==> src/rtl/pc_sequencer_pkg.sv <==
// Shared definitions for the PC sequencer: FSM state encoding and default vectors.
package pc_sequencer_pkg;

  typedef enum logic [1:0] {
    StBoot = 2'd0,
    StRun  = 2'd1,
    StHalt = 2'd2
  } pc_state_e;

  localparam logic [31:0] DefaultResetVector = 32'h0040_0000;
  localparam logic [31:0] DefaultExcVector   = 32'h8000_0180;
  localparam int unsigned DefaultInc         = 4;

endpackage

==> src/rtl/pc_sequencer_reg.sv <==
// pc_reg: N-bit register with asynchronous active-high reset to RESET_VAL and a load enable.
// Ports:
//   clk, reset - clock, async active-high reset
//   load       - 1 = capture d on the rising edge
//   d          - next value
//   q          - registered value
module pc_reg #(
  parameter int unsigned   N         = 32,
  parameter logic [N-1:0]  RESET_VAL = '0
) (
  input  logic         clk,
  input  logic         reset,
  input  logic         load,
  input  logic [N-1:0] d,
  output logic [N-1:0] q
);

  always_ff @(posedge clk or posedge reset) begin
    if (reset) begin
      q <= RESET_VAL;
    end else if (load) begin
      q <= d;
    end
  end

endmodule

==> src/rtl/pc_sequencer.sv <==
// pc_sequencer: program-counter sequencer with BOOT/RUN/HALT control, branch/jump
// redirects, exception entry/return and a registered misalignment pulse.
// Ports:
//   clk, reset                   - clock, async active-high reset
//   enable                       - allow sequential advance (0 = stall)
//   branch_taken/branch_target   - branch redirect
//   jump/jump_target             - jump redirect
//   exc_req, eret                - exception entry / return
//   halt_req, resume             - enter / leave HALT
//   pc, pc_plus_inc, epc         - fetch address, pc + INC, saved exception PC
//   fetch_valid, misalign_err    - fetch qualifier, misaligned-redirect pulse
//   state                        - FSM state encoding
module pc_sequencer
  import pc_sequencer_pkg::*;
#(
  parameter int unsigned  N            = 32,
  parameter logic [N-1:0] RESET_VECTOR = N'(DefaultResetVector),
  parameter logic [N-1:0] EXC_VECTOR   = N'(DefaultExcVector),
  parameter int unsigned  INC          = DefaultInc
) (
  input  logic         clk,
  input  logic         reset,
  input  logic         enable,
  input  logic         branch_taken,
  input  logic [N-1:0] branch_target,
  input  logic         jump,
  input  logic [N-1:0] jump_target,
  input  logic         exc_req,
  input  logic         eret,
  input  logic         halt_req,
  input  logic         resume,
  output logic [N-1:0] pc,
  output logic [N-1:0] pc_plus_inc,
  output logic [N-1:0] epc,
  output logic         fetch_valid,
  output logic         misalign_err,
  output logic [1:0]   state
);

  pc_state_e    state_q, state_d;
  logic         pc_load, epc_load;
  logic [N-1:0] pc_d, epc_d;
  logic         misalign_d, misalign_q;

  assign pc_plus_inc = pc + N'(INC);

  always_comb begin
    state_d    = state_q;
    pc_load    = 1'b0;
    pc_d       = pc;
    epc_load   = 1'b0;
    epc_d      = pc;
    misalign_d = 1'b0;
    unique case (state_q)
      StBoot: state_d = StRun;
      StRun: begin
        if (exc_req) begin
          pc_load  = 1'b1;
          pc_d     = EXC_VECTOR;
          epc_load = 1'b1;
        end else if (eret) begin
          pc_load = 1'b1;
          pc_d    = epc;
        end else if (jump) begin
          pc_load    = 1'b1;
          pc_d       = {jump_target[N-1:2], 2'b00};
          misalign_d = |jump_target[1:0];
        end else if (branch_taken) begin
          pc_load    = 1'b1;
          pc_d       = {branch_target[N-1:2], 2'b00};
          misalign_d = |branch_target[1:0];
        end else if (halt_req) begin
          state_d = StHalt;
        end else if (enable) begin
          pc_load = 1'b1;
          pc_d    = pc_plus_inc;
        end
      end
      StHalt: begin
        // Only an exception or resume can leave HALT; pc holds otherwise.
        if (exc_req) begin
          pc_load  = 1'b1;
          pc_d     = EXC_VECTOR;
          epc_load = 1'b1;
          state_d  = StRun;
        end else if (resume) begin
          state_d = StRun;
        end
      end
      default: state_d = StBoot;
    endcase
  end

  always_ff @(posedge clk or posedge reset) begin
    if (reset) begin
      state_q    <= StBoot;
      misalign_q <= 1'b0;
    end else begin
      state_q    <= state_d;
      misalign_q <= misalign_d;
    end
  end

  pc_reg #(
    .N         (N),
    .RESET_VAL (RESET_VECTOR)
  ) u_pc_reg (
    .clk   (clk),
    .reset (reset),
    .load  (pc_load),
    .d     (pc_d),
    .q     (pc)
  );

  pc_reg #(
    .N         (N),
    .RESET_VAL ('0)
  ) u_epc_reg (
    .clk   (clk),
    .reset (reset),
    .load  (epc_load),
    .d     (epc_d),
    .q     (epc)
  );

  assign state        = state_q;
  assign misalign_err = misalign_q;
  assign fetch_valid  = (state_q == StRun) && enable;

endmodule

==> config.mk <==
export PLATFORM = sky130hd
export DESIGN_NAME = pc_sequencer
export DESIGN_NICKNAME = d
export VERILOG_FILES = /design/src/rtl/pc_sequencer_pkg.sv /design/src/rtl/pc_sequencer_reg.sv /design/src/rtl/pc_sequencer.sv
export SDC_FILE = /design/constraint.sdc
export NUM_CORES = 1
export LEC_CHECK = 0
export ABC_AREA = 1
export CAP_MARGIN = 0
export CORE_MARGIN = 2
export CORE_UTILIZATION = 42
export CTS_BUF_LIST = sky130_fd_sc_hd__clkbuf_4 sky130_fd_sc_hd__clkbuf_8
export CTS_CLUSTER_DIAMETER = 40
export CTS_CLUSTER_SIZE = 24
export DETAILED_ROUTE_END_ITERATION = 8
export PLACE_DENSITY = 0.78
export SLEW_MARGIN = 10
export SYNTH_ARGS = -nofsm -noshare
export SYNTH_HDL_FRONTEND = slang
export SYNTH_SLANG_ARGS = --single-unit
==> constraint.sdc <==
create_clock -name clk -period 2.2 [get_ports clk]
set_input_delay 0.66 -clock clk [delete_from_list [all_inputs] [get_ports clk]]
set_output_delay 0.66 -clock clk [all_outputs]
set_load 0.02 [all_outputs]
==> reports/results.ini, run 1 <==
[power]
fin_total_pwr_mw=8.19
p_per_area_mw_per_mm2=981
p_leak_nw=4.02
vdd_drop_max_mv=0.661

[critical_path]
r2r_start=u_pc_reg.q[22]
endpoint=pc_plus_inc[29]
worstSetupStartpointType=register
cpMostUsedCell=nand2_1
cp.depth=7
crit_type=reg2out
required_ps=1540
cp_top_family=simple AND/OR/NAND/NOR gates
cp_max_fo=3
cp-end-kind=primary output
reg2reg_slack_ps=-310
path_cells=nand2_1 > nor2_4 > nand2_1 > nor2_2 > nand3_1 > and2_1 > buf_2
crit_path_start=u_pc_reg.q[19]
reg2reg_to=u_pc_reg.q[28]
ff2ff_path_depth=18
slowest_delay_ps=390
cp.arrival_ps=1890
cp_slowest_cell=dfrtp_1
path_buf_inv=1

[timing]
worst_pin_slew_ps=546
final-max-slew-violation-count=0
max_slew_margin_pct=63.5
period_needed_ps=2550
rsz0062_at_grt=true
setup_viol=28
clock.fmax_ghz=0.392
fin_ws_ps=-352
post-route-period-util_pct=116
hold_violations=0
clock_skew_ps=15.7

[place]
dpl_cell_area_mm2=0.00713
post-dp-hpwl_um=12400
gp_congestion=0.987
place_inst=1073
io_buffers=172

[finish]
seqCellArea_mm2=0.00168
antenna_cells=0
final_cell_mix=nand2_1 (205), clkdlybuf4s50_1 (124), buf_4 (119), dfrtp_1 (64), nor2_1 (59)
nNetsFinal=1070
design_area_mm2=0.00835
layout.cells.non_filler=1138
final_common_cell=nand2_1
multi_input_area_mm2=0.00310
final_layout_size_suffix_gt1_share_pct=34.5
area_delta_synth_final_pct=81.3
fin_util_pct=77.4
fillCellCount=701

[synth]
syn_nets=779
synth-main-ff-cell=dfrtp_1
yosysSeqAreaShare_pct=36.4
synth_seq_cells=67
async_flop_share_pct=100
synth_edf_count=0
yosys_warnings=0
synth_area_mm2=0.00461
synthDistinctLibCells=36
avgSynthCellArea_um2=6.56
synth_cells=702

[cts]
tritoncts=built
cts-buffers-inserted=9
htreeDepth=3
clock-root-buffer=clkbuf_8
clock_sinks=67
insertion_delay_ps=360
clockBufferDepth=2
clk_pin_slew_ps=90

[global_routing]
grt_pass1_vias=5772
grt_max_degree=68
grt_pass1_wl_um=28500
grt_use_total_pct=31.0
grt-ovfl-total=0
antenna_found_initial=0

[routing]
drc=0
wire_per_inst_um=17.8
wl_met1_um=7830
dr_wl_met3_um=1890
met2WireLength_um=9460
dr.pass1.iters=6
wirelength_um=20300
antenna_left=0
maxUsedRoutingLayer=met4
drt-initial-drc-count=574
via_per_inst=5.47
vias=6221

[floorplanning]
die_area_mm2=0.0118
fp.coreArea_mm2=0.0108
dieHeight_um=109
io_pins=173
die_x_um=109
num_rows=38
initial_utilization_pct=42.7

[flow_run]
max-cap-violations=0

[run_status]
status=finished with violations
violations=negative setup slack

[min_path]
hold_class=reg2reg

==> worst min-delay path by stage <==
| stage | start | to | cells past startpoint |
|---|---|---|---|
| global placement | u_epc_reg.q[4] | u_epc_reg.q[4] | 2 |
| global route | u_epc_reg.q[5] | u_epc_reg.q[5] | 2 |
| floorplan | u_pc_reg.q[22] | u_pc_reg.q[22] | 2 |
| detailed placement | u_epc_reg.q[4] | u_epc_reg.q[4] | 2 |
| CTS | u_epc_reg.q[4] | u_epc_reg.q[4] | 2 |
| finish | u_epc_reg.q[31] | u_epc_reg.q[31] | 2 |
==> cells in the mapped netlist (all sizes together), types with 9 or more instances <==
cell	n	area (um2)
buf	18	115
a21oi	38	190
xor2	9	93.8
dfrtp	66	1650
o21ai	59	295
and2	13	81.3
nor2	99	404
clkbuf	15	56.3
nand3	38	200
inv	56	210
or2	16	100
nand2	247	940
==> routing by layer <==
layer  vias to the layer above  GRT usage [%]
li1                       2797              -
met1                      2888           40.4
met2                       439           52.1
met3                        97           5.50
met4                         0           10.5
met5                         -              0
==> kinds of logic after synthesis <==
family	Yosys count	share of synthesized area, %
buffers and inverters	89	8.28
XOR/XNOR	9	2.04
multiplexers	7	1.68
AND/OR/NAND/NOR	416	37.8
flip-flops	67	36.4
adder cells (fa/ha/maj)	4	1.09
AO/OA/AOI/OAI	110	12.7
==> per-stage QoR <==
step,hold slack [ps],setup WS [ps],TNS (ps)
final,525,-352,-7080
after global routing,551,-459,-8950
after CTS,521,-270,-5170
after detailed placement,500,-403,-11050
after global placement,487,-400,-10630
after floorplan,523,6.70,0
==> power breakdown <==
group | switching [mW] | total, mW | internal (mW)
clock network | 0.531 | 1.12 | 0.587
registers | 0.365 | 1.97 | 1.61
logic | 2.77 | 5.10 | 2.34
==> worst register-to-register path: stages (launching register included) <==
cell     delay, ps
dfstp_2        590
nand2_2         90
nor2_2         150
nand2_1        130
nor2_4         160
nand3_2        100
buf_4          150
buf_4          120
buf_4          120
buf_4          120
buf_4          120
buf_4          120
buf_4          120
nand3_2         60
nand2_1         50
nand2_1         50
nand2_1         50
nand2_1         60
nand2_1         50
==> state kept, by name, summed over array words and instances (netlist names) <==
| signal | flops |
|---|---|
| misalign_err | 1 |
| u_pc_reg.q | 32 |
| state | 2 |
| u_epc_reg.q | 32 |
==> final cells by class <==
| type | instances | share of cell area [%] |
|---|---|---|
| clock buffer | 11 | 1.81 |
| clock inverter | 5 | 0.734 |
| multi-input combinational | 546 | 37.1 |
| inverter | 56 | 2.56 |
| sequential | 67 | 20.1 |
| tap | 140 | 2.10 |
| timing repair buffer | 313 | 35.5 |
==> what timing repair did <==
item / CTS / global route
hold buffers: 0 / 0
buffers inserted: 40 / 17
endpoints found under the setup margin: 33 / 39
gates resized for setup: 250 / 110
pin swaps: 39 / 48
gates cloned: 0 / 0
Power figures use the tool's default switching activity.
==> inputs of run 2 (changes only) <==
--- a/config.mk
+++ b/config.mk
@@ -13,6 +13,7 @@
 export CTS_CLUSTER_DIAMETER = 40
 export CTS_CLUSTER_SIZE = 24
 export DETAILED_ROUTE_END_ITERATION = 8
+export MAX_ROUTING_LAYER = met4
 export PLACE_DENSITY = 0.78
 export SLEW_MARGIN = 10
 export SYNTH_ARGS = -nofsm -noshare
==> run 2 against run 1 <==
Compared with the run above:
- the flow still finishes with violations (negative setup slack)
- total power decreased by 0.46%
- worst setup slack got worse by 11 ps
- flip-flop and latch count unchanged
- combinational power about the same
- hold slack got worse by 2.4 ps
- sequential power about the same
- non-clock buffer count decreased by 2
- via count decreased by 1.8%
- first-iteration DRC count decreased by 13%
- clock skew decreased by 4.0 ps
- clock power about the same
- utilization decreased by 0.20 points
- critical endpoint is now pc_plus_inc[30]
- largest power group unchanged
- highest routed layer unchanged
==> reports/results.ini, run 2 (synthesis gave the netlist of run 1 again) <==
[timing]
fin_ws_ps=-364  ; was -352 ps
post-route-period-util_pct=117  ; was 116%
worst_pin_slew_ps=551  ; was 546 ps
clock.fmax_ghz=0.390  ; was 0.392 GHz
final-max-slew-violation-count=0  ; unchanged
rsz0062_at_grt=true  ; unchanged
hold_violations=0  ; unchanged
setup_viol=29  ; was 28
final.setup.tns_ps=-7230  ; was -7080 ps
clock_skew_ps=11.6  ; was 15.7 ps
max_slew_margin_pct=63.1  ; was 63.5%
period_needed_ps=2560  ; was 2550 ps
whs_ps=522  ; was 525 ps

[floorplanning]
num_rows=38  ; unchanged
io_pins=173  ; unchanged
die_x_um=109  ; unchanged
initial_utilization_pct=42.7  ; unchanged
fp.coreArea_mm2=0.0108  ; unchanged
dieHeight_um=109  ; unchanged
die_area_mm2=0.0118  ; unchanged

[critical_path]
ff2ff_path_depth=18  ; unchanged
required_ps=1540  ; about the same
path_buf_inv=3  ; was 1
slowest_delay_ps=440  ; was 390 ps
cp-end-kind=primary output  ; unchanged
crit_type=reg2out  ; unchanged
reg2reg_to=u_pc_reg.q[28]  ; unchanged
cp.arrival_ps=1900  ; was 1890 ps
reg2reg_slack_ps=-290  ; was -310 ps
r2r_start=u_pc_reg.q[22]  ; unchanged
worstSetupStartpointType=register  ; unchanged
path_cells=nand2_1 > nor2_2 > buf_4 > nand3_2 > inv_2 > nand2_2 > nand2_2 > and2_4 > buf_6  ; was nand2_1 > nor2_4 > nand2_1 > nor2_2 > nand3_1 > and2_1 > buf_2
cp_top_family=simple AND/OR/NAND/NOR gates  ; unchanged
cp_max_fo=3  ; unchanged
cpMostUsedCell=nand2_2  ; was nand2_1
cp_slowest_cell=dfrtp_1  ; unchanged

[finish]
fin_util_pct=77.2  ; was 77.4%
area_delta_synth_final_pct=80.8  ; was 81.3%
antenna_cells=0  ; unchanged
layout.cells.non_filler=1136  ; was 1138
final_cell_mix=nand2_1 (205), clkdlybuf4s50_1 (123), buf_4 (115), dfrtp_1 (64), nor2_1 (59)  ; was nand2_1 (205), clkdlybuf4s50_1 (124), buf_4 (119), dfrtp_1 (64), nor2_1 (59)
fillCellCount=701  ; unchanged
final_layout_size_suffix_gt1_share_pct=34.2  ; was 34.5%
final_common_cell=nand2_1  ; unchanged
design_area_mm2=0.00833  ; was 0.00835 mm2
nNetsFinal=1068  ; was 1070

[cts]
clock_sinks=67  ; unchanged
clk_pin_slew_ps=80  ; was 90 ps
htreeDepth=3  ; unchanged
cts-buffers-inserted=9  ; unchanged
clock-root-buffer=clkbuf_8  ; unchanged
insertion_delay_ps=360  ; about the same
tritoncts=built  ; unchanged
clockBufferDepth=2  ; unchanged

[power]
p_leak_nw=4.02  ; about the same
p_per_area_mw_per_mm2=979  ; was 981 mW/mm2
fin_total_pwr_mw=8.16  ; was 8.19 mW
p_comb_share_pct=62.1  ; was 62.3%
p_sw_share_pct=44.4  ; was 44.7%
seqPwrFrac_pct=24.2  ; was 24.0%
p_switching_mw=3.62  ; was 3.66 mW
intPower_mw=4.54  ; was 4.53 mW
vdd_drop_max_mv=0.641  ; was 0.661 mV
clkPwrFrac_pct=13.7  ; about the same

[global_routing]
grt_pass1_wl_um=28400  ; was 28500 um
antenna_found_initial=0  ; unchanged
grt_pass1_vias=5788  ; was 5772
grt_use_total_pct=31.9  ; was 31.0%
grt_max_degree=68  ; unchanged
grt-ovfl-total=0  ; unchanged

[place]
post-dp-hpwl_um=12400  ; unchanged
place_inst=1073  ; unchanged
post-place-ws_ps=-403  ; unchanged
io_buffers=172  ; unchanged
dpl_cell_area_mm2=0.00713  ; unchanged
gp_congestion=1.01  ; was 0.987

[routing]
via_per_inst=5.38  ; was 5.47
drc=0  ; unchanged
wire_per_inst_um=17.3  ; was 17.8 um
vias=6110  ; was 6221
drt-initial-drc-count=500  ; was 574
antenna_left=0  ; unchanged
wirelength_um=19700  ; was 20300 um
dr.pass1.iters=7  ; was 6

[min_path]
hp-start=u_epc_reg.q[31]  ; unchanged
hold_depth=2  ; unchanged
min_to=u_epc_reg.q[31]  ; unchanged
hold_class=reg2reg  ; unchanged

[run_status]
violations=negative setup slack  ; unchanged
status=finished with violations  ; unchanged

[flow_run]
max-cap-violations=0  ; unchanged

[run 2: worst reg2reg max path, stage by stage (launching register included)]
cell and delay, ps:
dfstp_2 590, nand2_2 90, nor2_2 150, nand2_1 130, nor2_4 160, nand3_2 100, buf_4 150, buf_4 120
buf_4 120, buf_4 120, buf_4 130, buf_4 120, buf_4 120, nand3_2 60, nand2_1 50, nand2_1 50
nand2_1 50, nand2_1 50, nand2_1 50
[run 2: power by group through the flow]
stage,Sequential (mW),Combinational (mW),Clock [mW]
after global placement,1.91,4.38,0
after detailed placement,1.92,4.43,0
final,1.98,5.07,1.12
after CTS,1.91,4.71,1.10
after floorplan,2.38,1.70,0
after global routing,2.01,5.42,1.18
[run 2: how the worst max path moves through the flow]
| stage | end | cells after the start | slack [ps] | from |
|---|---|---|---|---|
| 2_1_floorplan | pc_plus_inc[22] | 8 | 7 | u_pc_reg.q[3] |
| 3_3_place_gp | pc_plus_inc[16] | 8 | -400 | u_pc_reg.q[5] |
| 3_5_place_dp | pc_plus_inc[29] | 8 | -400 | u_pc_reg.q[17] |
| 4_1_cts | pc_plus_inc[22] | 9 | -270 | u_pc_reg.q[3] |
| 5_1_grt | u_pc_reg.q[28] | 18 | -440 | u_pc_reg.q[11] |
| 6_report | pc_plus_inc[30] | 9 | -360 | u_pc_reg.q[11] |
[run 2: final cells by class]
type / count / area [um2] / share of cell area (%)
well taps: 140 / 175 / 2.10
repair buffers: 311 / 2960 / 35.6
clock inverters: 5 / 61.3 / 0.736
multi-input cells: 546 / 3080 / 37.0
inverters: 56 / 214 / 2.57
flip-flops and latches: 67 / 1680 / 20.2
clock buffers: 11 / 151 / 1.82
[run 2: per-layer routing]
metal / vias up / part of all wire [%] / wire length [um] / GRT usage, %
met5: - / 0 / 0 / -
met4: 0 / 4.5 / 887 / 10.7
met3: 83 / 8.7 / 1710 / 4.78
met2: 379 / 48 / 9370 / 52.1
met1: 2859 / 39 / 7740 / 40.8
li1: 2789 / - / - / -
[run 2: what timing repair did]
item,4_1_cts,5_1_grt
endpoints found under the setup margin,33,39
cloned,0,0
setup buffers,40,15
hold buffers,0,0
gates resized for setup,250,110
pin swaps,39,45
==> inputs of run 3 (changes only) <==
--- a/config.mk
+++ b/config.mk
@@ -11,7 +11,7 @@
 export CORE_UTILIZATION = 42
 export CTS_BUF_LIST = sky130_fd_sc_hd__clkbuf_4 sky130_fd_sc_hd__clkbuf_8
 export CTS_CLUSTER_DIAMETER = 40
-export CTS_CLUSTER_SIZE = 24
+export CTS_CLUSTER_SIZE = 28
 export DETAILED_ROUTE_END_ITERATION = 8
 export MAX_ROUTING_LAYER = met4
 export PLACE_DENSITY = 0.78
==> results of run 3 <==
Final layout, timing and power as in run 2 (identical DEF).
